**src/rtl/seq_divider_pkg.sv**
```systemverilog
// Shared types and constants for the sequential restoring divider.
package seq_divider_pkg;

    localparam int unsigned DEF_WIDTH = 16;

    // Iteration counter width able to hold 0..w.
    function automatic int unsigned cnt_width(input int unsigned w);
        return $clog2(w + 1);
    endfunction

    localparam int unsigned CNT_W = cnt_width(DEF_WIDTH);

    typedef enum logic [1:0] {
        S_IDLE = 2'd0,
        S_CALC = 2'd1,
        S_FIX  = 2'd2,
        S_DONE = 2'd3
    } state_e;

endpackage

```
**src/rtl/seq_divider_div_step.sv**
```systemverilog
// One restoring-division iteration: shift in a dividend bit, subtract the divisor if it fits.
module div_step #(
    parameter int unsigned WIDTH = 16
) (
    input  logic [WIDTH:0]   p_i,
    input  logic             bit_i,
    input  logic [WIDTH-1:0] d_i,
    output logic [WIDTH:0]   p_o,
    output logic             q_o
);

    logic [WIDTH+1:0] shifted;
    logic [WIDTH+1:0] d_ext;

    assign shifted = {p_i, bit_i};
    assign d_ext   = {2'b00, d_i};
    assign q_o     = (shifted >= d_ext);
    // Partial remainder stays below the divisor, so the top bit always truncates to zero.
    assign p_o     = q_o ? (WIDTH+1)'(shifted - d_ext) : (WIDTH+1)'(shifted);

endmodule

```
**src/rtl/seq_divider.sv**
```systemverilog
// Sequential restoring divider, one quotient bit per clock, valid/ready on both sides.
// Define SEQ_DIVIDER_SIGNED_EN for two's-complement operands (adds a sign-fix state).
module seq_divider
    import seq_divider_pkg::*;
#(
    parameter int unsigned WIDTH = DEF_WIDTH
) (
    input  logic                 clk,
    input  logic                 rst,
    input  logic                 in_valid,
    output logic                 in_ready,
    input  logic [2*WIDTH-1:0]   dividend,
    input  logic [WIDTH-1:0]     divisor,
    output logic                 out_valid,
    input  logic                 out_ready,
    output logic [WIDTH-1:0]     quotient,
    output logic [WIDTH-1:0]     remainder,
    output logic                 ovf,
    output logic                 div_zero
);

    localparam int unsigned      CW       = cnt_width(WIDTH);
    localparam logic [CW-1:0]    LAST     = CW'(WIDTH - 1);
    localparam logic [WIDTH-1:0] ALL_ONES = '1;

    state_e           state_q;
    logic [CW-1:0]    cnt_q;
    logic [WIDTH:0]   p_q;
    logic [WIDTH-1:0] lo_q;
    logic [WIDTH-1:0] d_q;
    logic             in_ready_q;
    logic             out_valid_q;
    logic [WIDTH-1:0] quot_q;
    logic [WIDTH-1:0] rem_q;
    logic             ovf_q;
    logic             dz_q;

`ifdef SEQ_DIVIDER_SIGNED_EN
    localparam logic [WIDTH-1:0] MIN_MAG = {1'b1, {(WIDTH-1){1'b0}}};
    logic             neg_q_q;
    logic             neg_r_q;
    logic [WIDTH-1:0] raw_lo_q;
`endif

    logic [2*WIDTH-1:0] n_mag;
    logic [WIDTH-1:0]   d_mag;
    logic               early_ovf;
    logic [WIDTH:0]     p_d;
    logic               q_bit;

    // Operand magnitudes fed to the unsigned core.
    always_comb begin
        n_mag = dividend;
        d_mag = divisor;
`ifdef SEQ_DIVIDER_SIGNED_EN
        if (dividend[2*WIDTH-1]) n_mag = -dividend;
        if (divisor[WIDTH-1])    d_mag = -divisor;
`endif
    end

    assign early_ovf = (n_mag[2*WIDTH-1:WIDTH] >= d_mag);

    // lo_q shifts dividend bits out the top while quotient bits fill the bottom.
    div_step #(.WIDTH(WIDTH)) u_step (
        .p_i   (p_q),
        .bit_i (lo_q[WIDTH-1]),
        .d_i   (d_q),
        .p_o   (p_d),
        .q_o   (q_bit)
    );

    always_ff @(posedge clk) begin
        if (rst) begin
            state_q     <= S_IDLE;
            cnt_q       <= '0;
            p_q         <= '0;
            lo_q        <= '0;
            d_q         <= '0;
            in_ready_q  <= 1'b1;
            out_valid_q <= 1'b0;
            quot_q      <= '0;
            rem_q       <= '0;
            ovf_q       <= 1'b0;
            dz_q        <= 1'b0;
`ifdef SEQ_DIVIDER_SIGNED_EN
            neg_q_q     <= 1'b0;
            neg_r_q     <= 1'b0;
            raw_lo_q    <= '0;
`endif
        end else begin
            case (state_q)
                S_IDLE: begin
                    if (in_valid) begin
                        in_ready_q <= 1'b0;
                        if (divisor == '0) begin
                            dz_q        <= 1'b1;
                            ovf_q       <= 1'b0;
                            quot_q      <= ALL_ONES;
                            rem_q       <= dividend[WIDTH-1:0];
                            out_valid_q <= 1'b1;
                            state_q     <= S_DONE;
                        end else if (early_ovf) begin
                            dz_q        <= 1'b0;
                            ovf_q       <= 1'b1;
                            quot_q      <= ALL_ONES;
                            rem_q       <= dividend[WIDTH-1:0];
                            out_valid_q <= 1'b1;
                            state_q     <= S_DONE;
                        end else begin
                            p_q     <= {1'b0, n_mag[2*WIDTH-1:WIDTH]};
                            lo_q    <= n_mag[WIDTH-1:0];
                            d_q     <= d_mag;
                            cnt_q   <= '0;
                            state_q <= S_CALC;
                        end
`ifdef SEQ_DIVIDER_SIGNED_EN
                        neg_q_q  <= dividend[2*WIDTH-1] ^ divisor[WIDTH-1];
                        neg_r_q  <= dividend[2*WIDTH-1];
                        raw_lo_q <= dividend[WIDTH-1:0];
`endif
                    end
                end

                S_CALC: begin
                    p_q   <= p_d;
                    lo_q  <= {lo_q[WIDTH-2:0], q_bit};
                    cnt_q <= cnt_q + CW'(1);
                    if (cnt_q == LAST) begin
`ifdef SEQ_DIVIDER_SIGNED_EN
                        state_q     <= S_FIX;
`else
                        quot_q      <= {lo_q[WIDTH-2:0], q_bit};
                        rem_q       <= WIDTH'(p_d);
                        ovf_q       <= 1'b0;
                        dz_q        <= 1'b0;
                        out_valid_q <= 1'b1;
                        state_q     <= S_DONE;
`endif
                    end
                end

`ifdef SEQ_DIVIDER_SIGNED_EN
                // Apply signs; a negative quotient may reach -2^(W-1), a positive one may not.
                S_FIX: begin
                    dz_q        <= 1'b0;
                    out_valid_q <= 1'b1;
                    state_q     <= S_DONE;
                    if (neg_q_q ? (lo_q > MIN_MAG) : lo_q[WIDTH-1]) begin
                        ovf_q  <= 1'b1;
                        quot_q <= ALL_ONES;
                        rem_q  <= raw_lo_q;
                    end else begin
                        ovf_q  <= 1'b0;
                        quot_q <= neg_q_q ? -lo_q : lo_q;
                        rem_q  <= neg_r_q ? -WIDTH'(p_q) : WIDTH'(p_q);
                    end
                end
`endif

                S_DONE: begin
                    if (out_ready) begin
                        out_valid_q <= 1'b0;
                        in_ready_q  <= 1'b1;
                        state_q     <= S_IDLE;
                    end
                end

                default: begin
                    out_valid_q <= 1'b0;
                    in_ready_q  <= 1'b1;
                    state_q     <= S_IDLE;
                end
            endcase
        end
    end

    assign in_ready  = in_ready_q;
    assign out_valid = out_valid_q;
    assign quotient  = quot_q;
    assign remainder = rem_q;
    assign ovf       = ovf_q;
    assign div_zero  = dz_q;

endmodule

```
**config.mk**
```make
export PLATFORM = sky130hd
export DESIGN_NAME = seq_divider
export DESIGN_NICKNAME = d
export VERILOG_FILES = /design/src/rtl/seq_divider_pkg.sv /design/src/rtl/seq_divider_div_step.sv /design/src/rtl/seq_divider.sv
export SDC_FILE = /design/constraint.sdc
export NUM_CORES = 1
export LEC_CHECK = 0
export BUFFER_PORTS_ARGS = -buffer_cell sky130_fd_sc_hd__buf_4
export CAP_MARGIN = 0
export CORE_ASPECT_RATIO = 0.75
export CORE_UTILIZATION = 40
export CTS_BUF_LIST = sky130_fd_sc_hd__clkbuf_4
export CTS_CLUSTER_SIZE = 25
export DETAILED_ROUTE_END_ITERATION = 10
export GPL_ROUTABILITY_DRIVEN = 1
export PLACE_DENSITY = 0.68
export SYNTH_ARGS = -nofsm -noshare
export SYNTH_HDL_FRONTEND = slang
export SYNTH_SLANG_ARGS = --single-unit
export TNS_END_PERCENT = 50
```
**constraint.sdc**
```tcl
create_clock -name clk -period 3.8 [get_ports clk]
set_clock_uncertainty 0.15 [all_clocks]
set_input_delay 0.19 -clock clk [delete_from_list [all_inputs] [get_ports clk]]
set_output_delay 0.19 -clock clk [all_outputs]
set_load 0.02 [all_outputs]
```
; After elaboration in Yosys (flattened, before gate mapping)
; Index checks and enable logic that the tools add are counted.
[totals]
ff_bits = 92
latch_bits = 0
mem_bits_rw = 0
rom_bits = 0
output_inout_bits = 36
elab_cells = 82
memories = 0
[op_classes]
n_addsub = 2
n_mul = 0
n_div = 0
n_lt_le_gt_ge = 2
eq_ne = 9
n_shift = 0
mux = 46
bitwise = 3
reduce_logical = 9
[op_table]
columns = op, n
row1 = $mux 16, 11
row2 = $pmux 16 s2, 3
row3 = $mux 17, 4
row4 = $pmux 17 s2, 1
row5 = $ge 18x16->1, 1
row6 = $sub 17x16->17, 1
row7 = $ge 16x16->1, 1
row8 = $logic_not 16->1, 1
row9 = $reduce_and 4->1, 4
row10 = $mux 5, 3
row11 = $mux 1, 13
row12 = $mux 2, 5
row13 = $ne 2x2->1 const B, 5
row14 = $pmux 5 s2, 1
row15 = $pmux 1 s3, 2
row16 = $pmux 2 s3, 1
row17 = $reduce_and 3->1, 2
row18 = $add 5x1->5 const B, 1
row19 = $eq 5x4->1 const B, 1
row20 = $pmux 1 s2, 2
row21 = $ne 3x3->1 const B, 1
row22 = $not 1->1, 3
row23 = $eq 2x1->1 const B, 1
row24 = $eq 2x2->1 const B, 1
row25 = other kinds (2), 2

; Longest topological paths before layout
; Gate-level depths: netlist of run 1.
[depth]
word_depth = 5
mapped_depth = 13
ltp_nobuf = 11

; By module
; From an unflattened synthesis of run 1, not the netlist that was laid out.
[hier_totals]
cells_unflattened = 655
hier_area_um2 = 5636.7
[by_module_without_submodules]
columns = module, instances, cells_each, area_per_inst_um2, seq_area_each_um2
row1 = seq_divider, 1, 492, 4476.8, 1841.8
row2 = div_step, 1, 163, 1159.9, 0.0

; Worst setup path before layout of run 1
; No wires, ideal clock.
[synth_timing]
kind = reg-to-reg
from = reg lo_q[15]
to = reg p_q[16]
arrival_time_ns = 2.623
setup_slack_ns = 0.910
path_stages_with_launch = 12
path_buffers = 0
path_cell_list = dfxtp_1 -> inv_1 -> ha_1 -> inv_1 -> fa_1 -> a21o_1 -> a221oi_1 -> o31a_2 -> o21ai_0 -> a31oi_1 -> mux2_2 -> a22o_1
[synth_via]
elab_chain_len = 3
elab_cells_between_ends = 4
classes_between = add/sub: 1 / order compare: 1 / mux: 2
[synth_lines]
columns = element, line_no
row1 = start: declaration, seq_divider.sv:29  ; logic [WIDTH-1:0] lo_q;
row2 = start signal: assignment, seq_divider.sv:111  ; lo_q <= n_mag[WIDTH-1:0];
row3 = start signal: assignment, seq_divider.sv:126  ; lo_q <= {lo_q[WIDTH-2:0], q_bit};
row4 = $sub 17x16->17 or $ge 18x16->1 (tied branches), "seq_divider_div_step.sv:19, seq_divider_div_step.sv:17"
row5 = $mux 17 (*), seq_divider_div_step.sv:19  ; assign p_o = q_o ? (WIDTH+1)'(shifted - d_ext) : (WIDTH+1)'(shifted);
row6 = $pmux 17 s2 (*), seq_divider.sv:91  ; case (state_q)
row7 = end signal: assignment, seq_divider.sv:110  ; p_q <= {1'b0, n_mag[2*WIDTH-1:WIDTH]};
row8 = end signal: assignment, seq_divider.sv:125  ; p_q <= p_d;
row9 = end: declaration, seq_divider.sv:28  ; logic [WIDTH:0] p_q;
; Mark *: on every way between the ends. The rest lies on a longest branch, timed or not.
; A chain may end at the register's enable or synchronous reset.

; Worst setup path after layout of run 1
[layout_timing]
from = in dividend[22]
to = reg d_q[14]
[layout_via]
elab_chain_len = 3
[layout_lines]
columns = element, line_no
row1 = start: declaration, seq_divider.sv:12  ; input logic [2*WIDTH-1:0] dividend,
row2 = $ge 16x16->1, seq_divider.sv:61  ; assign early_ovf = (n_mag[2*WIDTH-1:WIDTH] >= d_mag);
row3 = $not 1->1 (no line), -
row4 = $reduce_and 4->1 (no line), -
row5 = end signal: assignment, seq_divider.sv:112  ; d_q <= d_mag;
row6 = end: declaration, seq_divider.sv:30  ; logic [WIDTH-1:0] d_q;
; Every way passes these cells.

==> qor.yml, run 1 <==
power:
  netSwitchingPower_mw: 1.78
  power_density_nw_per_um2: 627
  p_int_mw: 2.30
  netSwitchingFraction_pct: 43.6
  peakVddDrop_mv: 0.576
  p_leak_nw: 2.74
  p_comb_share_pct: 56.5
  seqPwrFrac_pct: 30.2
  clockPowerShare_pct: 13.3
yosys:
  ys_types: 59
  yosysWarnings: 0
  syn_inst: 632
  syn-cell-area_um2: 5070
  yosysSeqAreaShare_pct: 36.4
  syn-num-nets: 719
  synthArstFlopShare_pct: 0
  synth_edf_count: 0
  synth_area_per_cell_um2: 8.02
  ys_ff_latch: 92
  ys.flop_type: "dfxtp_1"
routing:
  drtAntennaViolNets: 0
  drtIter0Drc: 318
  via_count: 5071
  wl_um: 14900
  routedWlPerCell_um: 16.0
  vias_per_cell: 5.45
  drc_errors: 0
  dr.pass1.iters: 5
critical_path:
  path_cells: "dlygate4sd3_1 > buf_4 > ha_1 > a21o_1 > a21oi_1 > o211ai_1 > a211oi_4 > and3_1 > buf_4 > buf_4 > nand2_1 > a21oi_1"
  worstPathRequired_ns: 4.04
  crit_buf_inv: 4
  critPathLaunch: "dividend[22]"
  slowest_delay_ns: 0.57
  endpoint_kind: "flop"
  cp-start-kind: "input port"
  path_class: "input port to flop"
  crit_fanout: 11
  crit_family: "compound AO/OA/AOI/OAI gates"
  r2r_setup_slack_ns: 0.51
  crit_cells: 12
  slowest_stage: "and3_1"
  arrival_ns: 3.62
  cp_common_cell: "buf_4"
  reg2reg_depth: 9
  worst_r2r_endpoint: "remainder[14]$_SDFFE_PP0P_"
  reg2reg_from: "d_q[15]$_SDFFE_PP0P_"
  crit_path_end: "d_q[14]$_SDFFE_PP0P_"
status:
  outcome: "completed"
finish:
  seqCellArea_um2: 1840
  finish.instance_area_um2: 6520
  drive_above_1_share_pct: 18.2
  area_growth_pct: 28.6
  fillers: 1143
  multi_input_area_um2: 2890
  final_common_cell: "buf_4"
  fin_nets: 846
  final_cell_mix: "105 x buf_4, 92 x dfxtp_1, 90 x nand2_1, 57 x a21oi_1, 49 x dlygate4sd3_1"
  n_antenna_cell: 0
  final_core_util_pct: 53.0
global_route:
  grt_max_degree: 65
  grt_pass1_wl_um: 24000
  antenna_found_initial: 0
  grtUsageTotal_pct: 23.2
  grt_pass1_vias: 4749
  overflow: 0
timing:
  tightest_slew_ns: 1.08
  tns_ns: 0
  slew_headroom_pct: 26.3
  fmax_ghz: 0.296
  min_period_over_period_pct: 89.0
  final-hold-violation-count: 0
  setup_violations: 0
  maxSlewViolCount: 0
  rsz0062_at_grt: "false"
  finalCriticalPeriod_ns: 3.38
  fin_ws_ns: 0.419
  hold_ws_ns: 0.0653
floorplanning:
  core_area_um2: 12300
  die_height_um: 99.5
  initial_utilization_pct: 41.2
  die-area_um2: 13100
  die_x_um: 132
  io_pins: 88
  rows: 35
cts:
  clock_latency_ns: 0.46
  cts_setup_buffers: 0
  cts_inserted_buffers: 9
  htree_levels: 3
  cts-root-buf: "clkbuf_4"
  clock_sinks: 92
  clk_path_buf_depth: 2
  hold_buffers: 49
  cts.clk_slew.worst_paths_ns: 0.14
  cts_tree: "yes"
  post_cts_resized: 0
hold_path:
  worstHoldPathType: "input port to flop"
placed_design:
  dp_hpwl_um: 10800
  port_buffers: 87
  gp_congestion: 0.852
  post-place-ws_ns: 0.537
  placedInstanceArea_um2: 5890
run:
  maxCapViolations: 0
## registers in the layout (all words and copies together) (netlist names)
signal	flops
state_q	2
cnt_q	5
lo_q	16
out_valid	1
in_ready	1
div_zero	1
quotient	16
p_q	17
d_q	16
remainder	16
ovf	1
## worst reg2reg max path, stage by stage, from the launching register on
cell	delay (ns)
dfxtp_1	0.36
inv_1	0.05
ha_1	0.34
a2111oi_0	0.98
and2_1	0.24
a22o_1	0.22
a21o_1	0.28
nor2_1	0.12
a221oi_1	0.33
a21oi_1	0.11
## routing by layer
metal	track usage, %	up-vias	part of all wire (%)
met5	0	-	0
met4	7.16	0	1.6
met3	4.38	19	5.5
met1	31.5	2386	47
li1	-	2522	-
met2	37.3	144	46
## power by group through the flow
stage               combinational, mW  sequential (mW)  clock, mW
detailed placement               2.23             1.25          0
global route                     2.52             1.25      0.594
floorplan                        1.77             1.25          0
finish                           2.31             1.23      0.542
global placement                 2.21             1.25          0
CTS                              2.28             1.23      0.556
## Yosys cell counts, types with 5 or more instances
| cell type | count | area share, % |
|---|---|---|
| o21ai_0 | 25 | 2.5 |
| a22oi_1 | 12 | 1.8 |
| a31oi_1 | 12 | 1.5 |
| nor3_1 | 38 | 3.8 |
| and3_1 | 6 | 0.74 |
| dfxtp_1 | 92 | 36 |
| o211ai_1 | 6 | 0.89 |
| o21a_1 | 6 | 0.89 |
| a21o_1 | 8 | 1.2 |
| xor2_1 | 7 | 1.2 |
| nand2_1 | 90 | 6.7 |
| a21oi_1 | 57 | 5.6 |
| or3_1 | 5 | 0.62 |
| mux2_2 | 8 | 1.8 |
| nor4_1 | 6 | 0.74 |
| a211oi_1 | 8 | 1.2 |
| buf_2 | 8 | 0.79 |
| a311oi_1 | 14 | 2.4 |
| xnor2_1 | 5 | 0.86 |
| inv_1 | 44 | 3.3 |
| nand3_1 | 10 | 0.99 |
| ha_1 | 34 | 8.4 |
| clkbuf_1 | 27 | 2.0 |
| nor2_1 | 46 | 3.4 |
## cell families (layout without fill, tap and decap cells)
family / count (synthesis) / after routing / synth area share, %
xor gates and xnor gates: 12 / 12 / 2.07
and+or+nand+nor: 222 / 222 / 19.9
muxes: 12 / 12 / 2.57
AOI/OAI and AO/OA: 177 / 177 / 23.6
DFF: 92 / 92 / 36.4
adders and majority gates: 35 / 35 / 8.79
buffers and inverters: 82 / 214 / 6.72
## stage by stage
step / power [mW] / instances
after global routing: 4.37 / 930
final: 4.08 / 930
after global placement: 3.46 / 865
after detailed placement: 3.48 / 865
after floorplan: 3.02 / 632
after CTS: 4.07 / 930
## worst min-delay path by stage
| stage | startpoint | endpoint | slack, ns | cells past startpoint |
|---|---|---|---|---|
| 2_1_floorplan | divisor[10] | d_q[10]$_SDFFE_PP0P_ | 0.18 | 2 |
| 3_5_place_dp | ovf$_SDFFE_PP0P_ | ovf$_SDFFE_PP0P_ | 0.30 | 2 |
| 6_report | dividend[8] | remainder[8]$_SDFFE_PP0P_ | 0.07 | 4 |
| 5_1_grt | dividend[8] | remainder[8]$_SDFFE_PP0P_ | 0.08 | 4 |
| 4_1_cts | dividend[8] | remainder[8]$_SDFFE_PP0P_ | 0.05 | 4 |
| 3_3_place_gp | d_q[2]$_SDFFE_PP0P_ | d_q[2]$_SDFFE_PP0P_ | 0.30 | 2 |
## area by class of cell
| class | instances | share of cell area, % |
|---|---|---|
| Multi-Input combinational cell | 458 | 44.4 |
| Clock inverter | 7 | 0.998 |
| Clock buffer | 9 | 1.04 |
| Sequential cell | 92 | 28.3 |
| Inverter | 44 | 2.53 |
| Tap cell | 166 | 3.19 |
| Timing Repair Buffer | 154 | 19.6 |
Power figures use the tool's default switching activity.
==> run 2, diff against run 1 <==
Settings changed: CORE_ASPECT_RATIO 0.75 to unset.
==> qor.yml, run 2 (same netlist as run 1, synthesis figures left out) <==
critical_path:
  path_cells: "dlygate4sd3_1 > buf_4 > inv_1 > ha_1 > a21o_1 > a21oi_1 > o211ai_1 > a211oi_4 > and3_2 > buf_4 > nand2_1 > a21oi_1 > dlygate4sd3_1"
  cp-start-kind: "input port"
  path_class: "input port to flop"
  crit_fanout: 16  # +5
  arrival_ns: 3.94  # +0.32 ns
  crit_family: "buffers and inverters"
  crit_buf_inv: 5  # +1
  worst_r2r_endpoint: "p_q[10]$_SDFFE_PP0P_"
  slowest_stage: "dlygate4sd3_1"
  worstPathRequired_ns: 4.08  # +0.04 ns
  slowest_delay_ns: 0.57  # about the same
  r2r_setup_slack_ns: 0.15  # -0.36 ns
  critPathLaunch: "divisor[6]"
  reg2reg_from: "p_q[3]$_SDFFE_PP0P_"
  reg2reg_depth: 9  # unchanged
  endpoint_kind: "flop"
global_route:
  grt_pass1_vias: 5185  # +9.2%
  overflow: 0  # unchanged
  antenna_found_initial: 0  # unchanged
  grtUsageTotal_pct: 25.2  # +2.1 points
  grt_pass1_wl_um: 25600  # +6.7%
  grt_max_degree: 44  # -32%
cts:
  clk_path_buf_depth: 2  # unchanged
  clock_sinks: 92  # unchanged
  htree_levels: 3  # unchanged
  cts_inserted_buffers: 9  # unchanged
  cts_tree: "yes"
  clock_latency_ns: 0.49  # +0.03 ns
  cts-root-buf: "clkbuf_4"
  cts.clk_slew.worst_paths_ns: 0.15  # about the same
timing:
  finalCriticalPeriod_ns: 3.66  # +0.275 ns
  fmax_ghz: 0.274  # -7.5%
  tightest_slew_ns: 0.766  # -0.311 ns
  slew_headroom_pct: 48.8  # +22 points
  setup_violations: 0  # unchanged
  maxSlewViolCount: 0  # unchanged
  final-hold-violation-count: 0  # unchanged
  rsz0062_at_grt: "true"
  min_period_over_period_pct: 96.2  # +7.2 points
status:
  outcome: "completed"
finish:
  n_antenna_cell: 0  # unchanged
  drive_above_1_share_pct: 17.4  # -0.75 points
  area_growth_pct: 32.0
  largest_reg_flops: 17  # unchanged
  final_common_cell: "buf_4"
  top_register: "p_q"
  finish.instance_area_um2: 6690  # +2.6%
  final_cell_mix: "96 x buf_4, 92 x dfxtp_1, 90 x nand2_1, 68 x dlygate4sd3_1, 57 x a21oi_1"
  fin_nets: 856  # +1.2%
  fillers: 1125  # -1.6%
floorplanning:
  die_x_um: 115  # -13%
  initial_utilization_pct: 41.7  # +0.49 points
  die_height_um: 115  # +15%
  io_pins: 88  # unchanged
  rows: 40  # +14%
  core_area_um2: 12200  # -1.2%
  die-area_um2: 13100  # about the same
power:
  clockPowerShare_pct: 15.0  # +1.7 points
  p_int_mw: 2.41  # +4.8%
  p_leak_nw: 2.83  # +3.2%
  netSwitchingPower_mw: 1.81  # +1.7%
  peakVddDrop_mv: 0.448  # -22%
  netSwitchingFraction_pct: 42.9  # -0.73 points
  seqPwrFrac_pct: 29.3  # -0.9 points
  p_comb_share_pct: 55.7  # -0.8 points
  power_density_nw_per_um2: 632  # +0.80%
  total_power_mw: 4.23  # +3.5%
hold_path:
  min_to: "div_zero$_SDFFE_PP0P_"
  hold_depth: 5  # +1
  worstHoldPathType: "input port to flop"
  hold_path.startpoint: "divisor[0]"
placed_design:
  port_buffers: 87  # unchanged
  dp_hpwl_um: 10800  # +0.34%
  gp_congestion: 0.847  # -0.61%
  placedInstanceArea_um2: 5830  # -1.1%
routing:
  drc_errors: 0  # unchanged
  via_count: 5143  # +1.4%
  wl_um: 15400  # +3.7%
  drtIter0Drc: 353  # +11%
  routedWlPerCell_um: 16.4  # +2.4%
  vias_per_cell: 5.46  # +0.13%
  drtAntennaViolNets: 0  # unchanged
  dr.pass1.iters: 7  # +2
run:
  maxCapViolations: 0  # unchanged
-- run 2: worst max path at each step --
stage / end / slack (ns) / depth (start not counted)
floorplan: p_q[16]$_SDFFE_PP0P_ / 0.91 / 11
global placement: d_q[1]$_SDFFE_PP0P_ / 0.58 / 11
detailed placement: d_q[15]$_SDFFE_PP0P_ / 0.54 / 11
CTS: d_q[13]$_SDFFE_PP0P_ / 0.01 / 12
global route: p_q[10]$_SDFFE_PP0P_ / -0.05 / 10
finish: d_q[10]$_SDFFE_PP0P_ / 0.14 / 13
-- run 2: cell type report --
cell class | count | area (um^2) | area share (%)
well taps | 168 | 210 | 3.14
clock inverters | 7 | 96.3 | 1.44
clock buffers | 9 | 67.6 | 1.01
inverters | 44 | 165 | 2.47
flip-flops and latches | 92 | 1840 | 27.5
multi-input cells | 458 | 2910 | 43.5
repair buffers | 164 | 1400 | 21.0
-- run 2: worst min-delay path, stage by stage --
cell and delay (ns):
buf_4 0.10, nor4_1 0.05, nand4_1 0.24, or3_1 0.16
a21oi_1 0.06
-- run 2: layer usage --
metal | up-vias | routed length (um) | track usage, %
met5 | - | 0 | 0
met4 | 0 | 494 | 9.87
met3 | 35 | 754 | 5.51
met2 | 139 | 7680 | 43.5
met1 | 2437 | 6490 | 30.5
li1 | 2532 | - | -
-- run 2: power groups by stage --
stage	combinational, mW	sequential [mW]	clock, mW
final	2.35	1.24	0.634
after global routing	2.62	1.25	0.697
after CTS	2.32	1.24	0.652
after detailed placement	2.21	1.26	0
after global placement	2.21	1.26	0
after floorplan	1.77	1.25	0
-- run 2: what timing repair did --
action | CTS | global route
hold endpoints to repair | 68 | 0
setup endpoints to repair | 0 | 16
buffers inserted | 0 | 0
gates resized for setup | 0 | 4
hold buffers | 68 | 0
-- run 2: through the flow --
step	cells	setup WS (ns)	util, %	TNS [ns]	hold slack, ns
finish	942	0.144	55.0	0	0.191
global route	942	-0.0477	55.0	-0.0967	0.217
CTS	942	0.0111	54.9	0	0.191
detailed placement	858	0.542	47.9	0	0.299
global placement	858	0.584	47.9	0	0.293
floorplan	632	0.910	-	0	0.176
==> run 3, diff against run 2 <==
Settings changed: CELL_PAD_IN_SITES_DETAIL_PLACEMENT set to 2, CELL_PAD_IN_SITES_GLOBAL_PLACEMENT set to 2, CORE_UTILIZATION 40 to 34, PLACE_DENSITY 0.68 to 0.9.
==> qor.yml, run 3 (same netlist as run 1, synthesis figures left out) <==
finish:
  seqCellArea_um2: 1840  # unchanged
  drive_above_1_share_pct: 17.3  # -0.14 points
  area_growth_pct: 28.5
  multi_input_area_um2: 2890  # -0.52%
  largest_reg_flops: 17  # unchanged
  top_register: "p_q"
  final_cell_mix: "96 x buf_4, 92 x dfxtp_1, 90 x nand2_1, 57 x a21oi_1, 50 x dlygate4sd3_1"
  final_common_cell: "buf_4"
  fin_cells: 942  # unchanged
  fin_nets: 839  # -2.0%
  fillers: 1624  # +44%
hold_path:
  worstHoldPathType: "input port to flop"
  hold_depth: 4  # -1
placed_design:
  gp_congestion: 0.808  # -4.6%
  port_buffers: 87  # unchanged
  dp_hpwl_um: 13900  # +28%
  dpl.cell_count: 875  # +2.0%
cts:
  clk_path_buf_depth: 2  # unchanged
  cts-root-buf: "clkbuf_4"
  cts_setup_buffers: 0  # unchanged
  cts_tree: "yes"
  htree_levels: 3  # unchanged
  cts_inserted_buffers: 9  # unchanged
  cts.clk_slew.worst_paths_ns: 0.16  # about the same
  clock_latency_ns: 0.50  # about the same
  clock_sinks: 92  # unchanged
power:
  power_density_nw_per_um2: 679  # +7.4%
  p_leak_nw: 2.71  # -4.3%
  peakVddDrop_mv: 0.381  # -15%
floorplanning:
  initial_utilization_pct: 34.9  # -6.8 points
  die_x_um: 124  # +8.3%
  rows: 44  # +10%
  die_height_um: 124  # +8.3%
  io_pins: 88  # unchanged
  core_area_um2: 14500  # +20%
  die-area_um2: 15400  # +17%
routing:
  wl_met2_um: 11700  # +52%
  routedWlPerCell_um: 23.3  # +43%
  wl_um: 22000  # +43%
  top_layer: "met4"
  drtAntennaViolNets: 0  # unchanged
  wl_met3_um: 913  # +21%
  vias_per_cell: 5.83  # +6.8%
  dr.pass1.iters: 4  # -3
  drtIter0Drc: 366  # +3.7%
  via_count: 5495  # +6.8%
  drc_errors: 0  # unchanged
  met1_length_um: 8580  # +32%
critical_path:
  endpoint_kind: "flop"
  worstPathRequired_ns: 4.02  # -0.06 ns
  cp-start-kind: "input port"
  path_class: "input port to flop"
  reg2reg_depth: 9  # unchanged
  crit_fanout: 27  # +11
  arrival_ns: 3.74  # -0.20 ns
global_route:
  grtUsageTotal_pct: 29.5  # +4.3 points
  grt_pass1_vias: 6054  # +17%
  overflow: 0  # unchanged
  antenna_found_initial: 1  # +1
  grt_max_degree: 58  # +32%
  grt_pass1_wl_um: 33800  # +32%
timing:
  slew_headroom_pct: 27.7  # -21 points
  final-hold-violation-count: 0  # unchanged
  rsz0062_at_grt: "false"
  tightest_slew_ns: 1.06  # +0.291 ns
  fmax_ghz: 0.284  # +4.0%
  tns_ns: 0  # unchanged
  setup_violations: 0  # unchanged
  min_period_over_period_pct: 92.5  # -3.7 points
  maxSlewViolCount: 0  # unchanged
  finalCriticalPeriod_ns: 3.52  # -0.140 ns
status:
  outcome: "completed"
run:
  maxCapViolations: 0  # unchanged
## run 3: area by class of cell
type	instances	share of cell area, %
inverters	44	2.54
well taps	184	3.54
clock buffers	9	1.04
flip-flops and latches	92	28.3
diodes	1	0.0385
multi-input cells	458	44.4
repair buffers	147	19.1
clock inverters	7	1.04
## run 3: routing by layer
layer | up-vias | GRT usage [%]
met3 | 61 | 4.49
met4 | 0 | 13.2
met5 | - | 0
li1 | 2491 | -
met2 | 171 | 54.4
met1 | 2772 | 33.1
## run 3: power by group
group | total (mW) | internal [mW] | switching, mW
sequential | 1.26 | 1.11 | 0.154
clock | 0.580 | 0.197 | 0.382
combinational | 2.57 | 1.00 | 1.57
total | 4.42 | 2.31 | 2.11
## run 3: what timing repair did
| action | in CTS | in global routing |
|---|---|---|
| hold buffers | 50 | 0 |
| gates resized for setup | 0 | 1 |
| endpoints found under the hold margin | 63 | 0 |
| endpoints found under the setup margin | 0 | 1 |
## run 3: worst max-delay path, cell delays in order
cell	delay [ns]
dlygate4sd3_1	0.53
buf_4	0.13
inv_1	0.05
ha_1	0.29
a21o_1	0.20
a21oi_1	0.36
o211ai_1	0.31
a211oi_4	0.51
a31o_2	0.33
buf_4	0.34
nor2_1	0.07
a311oi_1	0.41
## run 3: path summary, 6_finish.rpt
kind                             start                        end  slack [ns]
setup / recovery            divisor[6]       lo_q[9]$_SDFFE_PP0P_        0.28
hold / removal             dividend[8]       lo_q[8]$_SDFFE_PP0P_        0.07
setup reg to reg  d_q[15]$_SDFFE_PP0P_  remainder[9]$_SDFFE_PP0P_        0.42
hold reg to reg   d_q[14]$_SDFFE_PP0P_       d_q[14]$_SDFFE_PP0P_        0.33
## run 3: metrics by stage
| stage | instance area, um^2 | total power, mW | util, % | setup slack (ns) | hold slack (ns) |
|---|---|---|---|---|---|
| 2_1_floorplan | 5070 | 3.02 | - | 0.910 | 0.176 |
| 3_3_place_gp | 5870 | 3.49 | 40.4 | 0.478 | 0.294 |
| 3_5_place_dp | 5870 | 3.62 | 40.4 | 0.375 | 0.306 |
| 4_1_cts | 6500 | 4.27 | 44.7 | 0.331 | 0.0367 |
| 5_1_grt | 6510 | 4.63 | 44.8 | 0.224 | 0.0624 |
| 6_report | 6510 | 4.42 | 44.8 | 0.284 | 0.0687 |
